--- src/rtl/id_stage.sv ---
// SimpleRisc instruction-decode stage: register file, immediate extension, type classification,
// load-use / write-back hazard stalls, flush squash and sticky HLT. Optional WB_BYPASS_EN forwards WB data.
module id_stage #(
    parameter int XLEN = 32,
    parameter int NREG = 32
) (
    input  logic            clk1,
    input  logic            rst,
    input  logic [31:0]     if_id_ir,
    input  logic [XLEN-1:0] if_id_npc,
    input  logic            if_id_valid,
    input  logic            flush,
    input  logic            wb_en,
    input  logic [4:0]      wb_rd,
    input  logic [XLEN-1:0] wb_data,
    output logic            stall,
    output logic [31:0]     id_ex_ir,
    output logic [XLEN-1:0] id_ex_npc,
    output logic [XLEN-1:0] id_ex_a,
    output logic [XLEN-1:0] id_ex_b,
    output logic [XLEN-1:0] id_ex_imm,
    output logic [2:0]      id_ex_type,
    output logic            id_ex_valid,
    output logic            halted
);

    typedef enum logic [2:0] {
        T_RR     = 3'd0,
        T_RM     = 3'd1,
        T_LOAD   = 3'd2,
        T_STORE  = 3'd3,
        T_BRANCH = 3'd4,
        T_HALT   = 3'd5
    } itype_t;

    logic [XLEN-1:0] r_rf [NREG];

    logic [31:0]     r_id_ex_ir;
    logic [XLEN-1:0] r_id_ex_npc;
    logic [XLEN-1:0] r_id_ex_a;
    logic [XLEN-1:0] r_id_ex_b;
    logic [XLEN-1:0] r_id_ex_imm;
    itype_t          r_id_ex_type;
    logic            r_id_ex_valid;
    logic            r_halted;

    logic [5:0]      w_op;
    logic [4:0]      w_rs;
    logic [4:0]      w_rt;
    logic [4:0]      w_ld_rd;
    itype_t          w_type;
    logic            w_known;
    logic            w_use_rs;
    logic            w_use_rt;
    logic [XLEN-1:0] w_a;
    logic [XLEN-1:0] w_b;
    logic [XLEN-1:0] w_imm;
    logic            w_load_use;
    logic            w_wb_haz;
    logic            w_stall;

    assign w_op    = if_id_ir[31:26];
    assign w_rs    = if_id_ir[25:21];
    assign w_rt    = if_id_ir[20:16];
    assign w_imm   = {{(XLEN-16){if_id_ir[15]}}, if_id_ir[15:0]};
    assign w_ld_rd = r_id_ex_ir[20:16];

    always_comb begin
        w_type   = T_RR;
        w_known  = 1'b1;
        w_use_rs = 1'b0;
        w_use_rt = 1'b0;
        case (w_op)
            6'h00, 6'h01, 6'h02, 6'h03, 6'h04, 6'h05: begin
                w_type   = T_RR;
                w_use_rs = 1'b1;
                w_use_rt = 1'b1;
            end
            6'h0A, 6'h0B, 6'h0C: begin
                w_type   = T_RM;
                w_use_rs = 1'b1;
            end
            6'h08: begin
                w_type   = T_LOAD;
                w_use_rs = 1'b1;
            end
            6'h09: begin
                w_type   = T_STORE;
                w_use_rs = 1'b1;
                w_use_rt = 1'b1;
            end
            6'h0D, 6'h0E: begin
                w_type   = T_BRANCH;
                w_use_rs = 1'b1;
            end
            6'h3F: begin
                w_type = T_HALT;
            end
            default: begin
                w_type  = T_RR;
                w_known = 1'b0;
            end
        endcase
    end

    // R0 is held at zero by never enabling its write.
    generate
        for (genvar gi = 0; gi < NREG; gi++) begin : g_rf
            always_ff @(posedge clk1) begin
                if (rst) begin
                    r_rf[gi] <= '0;
                end else if (gi != 0 && wb_en && wb_rd == 5'(gi)) begin
                    r_rf[gi] <= wb_data;
                end
            end
        end
    endgenerate

`ifdef WB_BYPASS_EN
    assign w_a      = (wb_en && wb_rd != 5'd0 && wb_rd == w_rs) ? wb_data : r_rf[w_rs];
    assign w_b      = (wb_en && wb_rd != 5'd0 && wb_rd == w_rt) ? wb_data : r_rf[w_rt];
    assign w_wb_haz = 1'b0;
`else
    assign w_a      = r_rf[w_rs];
    assign w_b      = r_rf[w_rt];
    // Without forwarding, wait one cycle for the write to commit.
    assign w_wb_haz = if_id_valid && wb_en && wb_rd != 5'd0 &&
                      ((w_use_rs && wb_rd == w_rs) || (w_use_rt && wb_rd == w_rt));
`endif

    assign w_load_use = if_id_valid && r_id_ex_valid && r_id_ex_type == T_LOAD && w_ld_rd != 5'd0 &&
                        ((w_use_rs && w_ld_rd == w_rs) || (w_use_rt && w_ld_rd == w_rt));

    assign w_stall = !rst && !flush && !r_halted && (w_load_use || w_wb_haz);

    always_ff @(posedge clk1) begin
        if (rst || flush || r_halted || w_stall) begin
            r_id_ex_ir    <= '0;
            r_id_ex_npc   <= '0;
            r_id_ex_a     <= '0;
            r_id_ex_b     <= '0;
            r_id_ex_imm   <= '0;
            r_id_ex_type  <= T_RR;
            r_id_ex_valid <= 1'b0;
            if (rst) begin
                r_halted <= 1'b0;
            end
        end else begin
            r_id_ex_ir    <= if_id_ir;
            r_id_ex_npc   <= if_id_npc;
            r_id_ex_a     <= w_a;
            r_id_ex_b     <= w_b;
            r_id_ex_imm   <= w_imm;
            r_id_ex_type  <= w_type;
            r_id_ex_valid <= if_id_valid && w_known;
            if (if_id_valid && w_type == T_HALT) begin
                r_halted <= 1'b1;
            end
        end
    end

    assign stall       = w_stall;
    assign id_ex_ir    = r_id_ex_ir;
    assign id_ex_npc   = r_id_ex_npc;
    assign id_ex_a     = r_id_ex_a;
    assign id_ex_b     = r_id_ex_b;
    assign id_ex_imm   = r_id_ex_imm;
    assign id_ex_type  = r_id_ex_type;
    assign id_ex_valid = r_id_ex_valid;
    assign halted      = r_halted;

endmodule

--- config.mk ---
export PLATFORM = sky130hd
export DESIGN_NAME = id_stage
export DESIGN_NICKNAME = d
export VERILOG_FILES = /design/src/rtl/id_stage.sv
export SDC_FILE = /design/constraint.sdc
export NUM_CORES = 2
export LEC_CHECK = 0
export CORE_ASPECT_RATIO = 2
export CORE_MARGIN = 2
export CORE_UTILIZATION = 30
export CTS_BUF_LIST = sky130_fd_sc_hd__clkbuf_8 sky130_fd_sc_hd__clkbuf_16
export CTS_CLUSTER_DIAMETER = 80
export CTS_CLUSTER_SIZE = 20
export DETAILED_ROUTE_END_ITERATION = 16
export PLACE_DENSITY_LB_ADDON = 0.3
export SLEW_MARGIN = 25
export SYNTH_ARGS = -nofsm -noshare
export SYNTH_HDL_FRONTEND = slang
export SYNTH_SLANG_ARGS = --single-unit
--- constraint.sdc ---
create_clock -name clk1 -period 6.3 [get_ports clk1]
set_input_delay 1.26 -clock clk1 [delete_from_list [all_inputs] [get_ports clk1]]
set_output_delay 1.26 -clock clk1 [all_outputs]
set_load 0.1 [all_outputs]
==> results.md <==
Status:
- The run finished with clean final reports.

Route:
- For this run, design rule violations remaining after detail routing come to 0.
- Before antenna repair, the detailed router went through 6 iterations.
- Dividing the detail-routed via count by the number of cells gives 5.61.
- The detailed-route wire length per cell is 31.1 um.
- Detailed routing inserted a total of 37200 vias.
- The number of nets still failing antenna checks after routing is 0.
- The total wirelength of the detailed-routed design is 206000 um.
- For this block, the initial DRC count from the detailed router was 4149.

Timing:
- The number of max-slew violations in the final report is 0.
- The number of setup violations in the final report is 0.
- The least setup slack across all paths after layout is 1.55 ns.
- Dividing the final minimum period by the clock period gives 0.755.
- The clock tree skew after final layout is 0.0476 ns.
- For the pin with the worst max-slew slack, the measured transition is 1.16 ns.
- The minimum clock period after layout is 4.75 ns.
- The max-slew headroom at the worst pin is 0.221.
- The fmax is 0.210 GHz.
- The number of hold violations in the final report came to 0.
- Setup repair after global routing left no endpoint under its margin.
- The setup total negative slack is 0 ns.

Pwr:
- The total leakage power is 22.2 nW.
- The power per cell area is 245 nW/um^2.
- VDD sags by at most 0.000246 V.

CTS:
- The post-CTS setup repair buffer count is 0.
- The TritonCTS clock tree is built.
- Buffers inserted to repair hold after CTS numbered 0.
- The buffer levels on the longest clock path is 3.
- CTS placed an instance of sky130_fd_sc_hd__clkbuf_16 at the clock tree root.
- The number of H-tree levels is 3.
- TritonCTS created 67 clock buffers.
- The worst-skew pair later-pin latency is 0.74 ns.
- The tree built by TritonCTS fans out to 1125 sinks.
- After clock tree synthesis, the clock-pin slew on the worst setup and hold paths is 0.09 ns.
- The quantity of gates resized following cts is 0.

Cells and area:
- The relative area change from synthesis to final layout is 12.6%.
- After the last flow step, the layout net total stands at 4149.
- The share of final-layout standard cells stronger than drive strength 1 is 0.186.

Synthesis:
- The fraction of registers with async set/reset is 0.
- For this run, the register share of the synthesized area comes to 0.566.
- In this run, synthesis produced a sequential element count of 1125.
- The mapped netlist covers 57400 sq um.
- The share of synthesized area in the top cell type comes to 0.520.
- Synthesis produced a netlist with a net count of 4134.
- Yosys mapped a number of flops with a built-in enable equal to 993.
- The post-synthesis cell type count is 58.
- The synthesized instance count is 4028.
- The average cell area after synthesis is 14.2 sq um.
- For this run, the number of Yosys warnings is 0.
- For this run, the leading register cell type out of synthesis is sky130_fd_sc_hd__edfxtp_1.
- Sorting the synthesized cells by area gives the leading types as sky130_fd_sc_hd__edfxtp_1, sky130_fd_sc_hd__mux4_2, sky130_fd_sc_hd__and2_1.
- The cell type with the largest total area after synthesis is sky130_fd_sc_hd__edfxtp_1.

Place:
- In this run the tool buffered the top-level ports with 271 buffer cells.
- The placed wire-length estimate after detailed placement is 125000 um.
- The routability congestion estimate is 0.848.
- Before CTS, the worst setup slack after placement is 1.58 ns.

Setup path:
- The largest stage delay on the critical path is 0.78 ns.
- Data arrives at the worst endpoint at 3.49 ns.
- In this run the critical register-to-register path is launched from id_ex_ir[17]$_SDFF_PP0_.
- The critical path startpoint category is an input port.
- Among all stages on the critical path, the largest delay is contributed by sky130_fd_sc_hd__clkdlybuf4s50_1.
- Of all nets on the critical path, the largest fanout is 13.
- The endpoint class of the critical path is an output pin.
- Walking the worst path, the cells encountered are clkdlybuf4s50_1, xnor2_1, nand3_1, or4_1, a21oi_1, o21a_1, buf_4.
- Counting cells, the worst reg-to-reg path comes to 7.
- The worst setup path category is input port to output pin.
- For the worst setup path, the data required time is 5.04 ns.
- The start point of the critical path is wb_rd[3].

Hold path:
- The path type of the worst min-delay path is flip-flop to flip-flop.
- In this run the most critical hold path is launched from r_rf[31][7]$_SDFFCE_PN0P_.
- The hold path depth is 3.

Die:
- The count of boundary I/O pins is 272.
- The die area is 195000 sq um.
- The floorplan step defined a core boundary enclosing 191000 sq um.
- For this configuration, the core starts out at a cell density of 0.301.
- The die boundary width is 313 um.
- After floorplanning, the core was divided into 227 placement rows.
- Measured along the y axis, the die boundary spans 622 um.

Run:
- The reported max-cap violation count is 0.

Global route:
- The aggregate global-route resource usage is 0.207.
- The via count of the first global-routing pass is 37700.
- The remaining global-route overflow is 0.
- The wire length of the first global-routing pass is 287000 um.
- Entering global routing, the biggest net connects 90 pins.
- The number of antenna violations at the first check in global routing is 21.
-- synthesized netlist by cell type (all sizes together), types with 10 or more instances --
library cell and instances:
nor2b 14, o2111ai 10, nand3 42, and2 1054, o21bai 23, o22ai 84
o21ai 58, nor3 16, mux4 404, dfxtp 132, a21oi 99, a21o 25
xor2 13, mux2i 218, mux2 35, nor2 57, or3 35, a22o 15
a211o 19, buf 156, a22oi 21, clkbuf 295, nand2 71, o221ai 19
a221oi 39, a41oi 12, o211a 11, edfxtp 993
-- flip-flops by register name, summed over array words and instances, names as in the netlist --
| signal | cells |
|---|---|
| id_ex_ir | 32 |
| r_rf | 992 |
| halted | 1 |
| id_ex_b | 32 |
| id_ex_valid | 1 |
| id_ex_npc | 32 |
| id_ex_type | 3 |
| id_ex_a | 32 |
-- stage by stage --
| stage | total power [mW] | area [sq um] | std cells | hold slack [ns] | utilization |
|---|---|---|---|---|---|
| 2_1_floorplan | 10.3 | 57400 | 4028 | 0.757 | - |
| 3_3_place_gp | 11.2 | 62600 | 6490 | 0.803 | 0.329 |
| 3_5_place_dp | 11.2 | 62500 | 6490 | 0.817 | 0.328 |
| 4_1_cts | 15.9 | 64600 | 6609 | 0.838 | 0.339 |
| 5_1_grt | 16.2 | 64600 | 6613 | 0.870 | 0.339 |
| 6_report | 15.8 | 64600 | 6622 | 0.833 | 0.339 |
-- cells in the final DEF, fill, tap and decap left out, types with 23 or more instances in the layout --
cell type / netlist / final
sky130_fd_sc_hd__and2_1: 1054 / 1053
sky130_fd_sc_hd__edfxtp_1: 993 / 993
sky130_fd_sc_hd__mux4_2: 404 / 404
sky130_fd_sc_hd__clkdlybuf4s50_1: 0 / 232
sky130_fd_sc_hd__mux2i_1: 218 / 218
sky130_fd_sc_hd__dfxtp_1: 132 / 132
sky130_fd_sc_hd__buf_4: 62 / 123
sky130_fd_sc_hd__a21oi_1: 99 / 99
sky130_fd_sc_hd__o22ai_1: 84 / 84
sky130_fd_sc_hd__nand2_1: 71 / 70
sky130_fd_sc_hd__clkbuf_16: 0 / 69
sky130_fd_sc_hd__o21ai_0: 52 / 52
sky130_fd_sc_hd__inv_1: 3 / 43
sky130_fd_sc_hd__nand3_1: 42 / 42
sky130_fd_sc_hd__a221oi_1: 39 / 39
sky130_fd_sc_hd__mux2_2: 35 / 35
sky130_fd_sc_hd__or3_1: 35 / 35
sky130_fd_sc_hd__buf_2: 65 / 30
sky130_fd_sc_hd__nor2_1: 57 / 24
sky130_fd_sc_hd__o21bai_4: 0 / 23
-- metal layers --
metal  vias to the layer above  track usage  wire length [um]
met5                         -            0                61
met4                        10       0.0963             10500
met3                       396       0.0305             16500
met2                      2035        0.338             98000
met1                     19600        0.269             80600
li1                      15200            -                 -
-- worst max-delay path: cells and delay by family --
family / cells / cell delay [ns]
AOI/OAI and AO/OA: 2 / 0.41
xor gates and xnor gates: 1 / 0.19
buffers and inverters: 2 / 1.08
and+or+nand+nor: 2 / 0.56
-- final timing paths --
path	to	slack [ns]
max reg2reg	id_ex_a[8]$_SDFF_PP0_	3.42
min	id_ex_b[7]$_SDFF_PP0_	0.83
min reg2reg	id_ex_b[7]$_SDFF_PP0_	0.83
max	stall	1.55
-- report_power, final --
| group | internal (mW) | switching, mW | total, mW | leakage (nW) |
|---|---|---|---|---|
| Combinational | 0.860 | 1.51 | 2.37 | 10.5 |
| Sequential | 8.50 | 0.210 | 8.71 | 10.5 |
| Clock | 2.05 | 2.71 | 4.76 | 1.13 |
-- kinds of logic (layout without fill, tap and decap cells) --
logic type | count (synthesis) | in the layout | share of synthesized area
AOI/OAI and AO/OA | 449 | 449 | 0.0532
xor gates and xnor gates | 20 | 20 | 0.00305
buffers and inverters | 457 | 522 | 0.0370
and+or+nand+nor | 1320 | 1320 | 0.137
DFF | 1125 | 1125 | 0.566
other | 0 | 10 | 0
muxes | 657 | 657 | 0.203
-- area by class of cell --
| type | count | area [sq um] |
|---|---|---|
| fill | 18300 | 126000 |
| sequential | 1125 | 32500 |
| multi-input combinational | 2446 | 23300 |
| timing repair buffer | 397 | 3630 |
| tap | 2519 | 3150 |
| clock buffer | 70 | 1740 |
| clock inverter | 49 | 297 |
| inverter | 6 | 27.5 |
| antenna | 10 | 25.0 |
(Power assumes the default switching activity.)
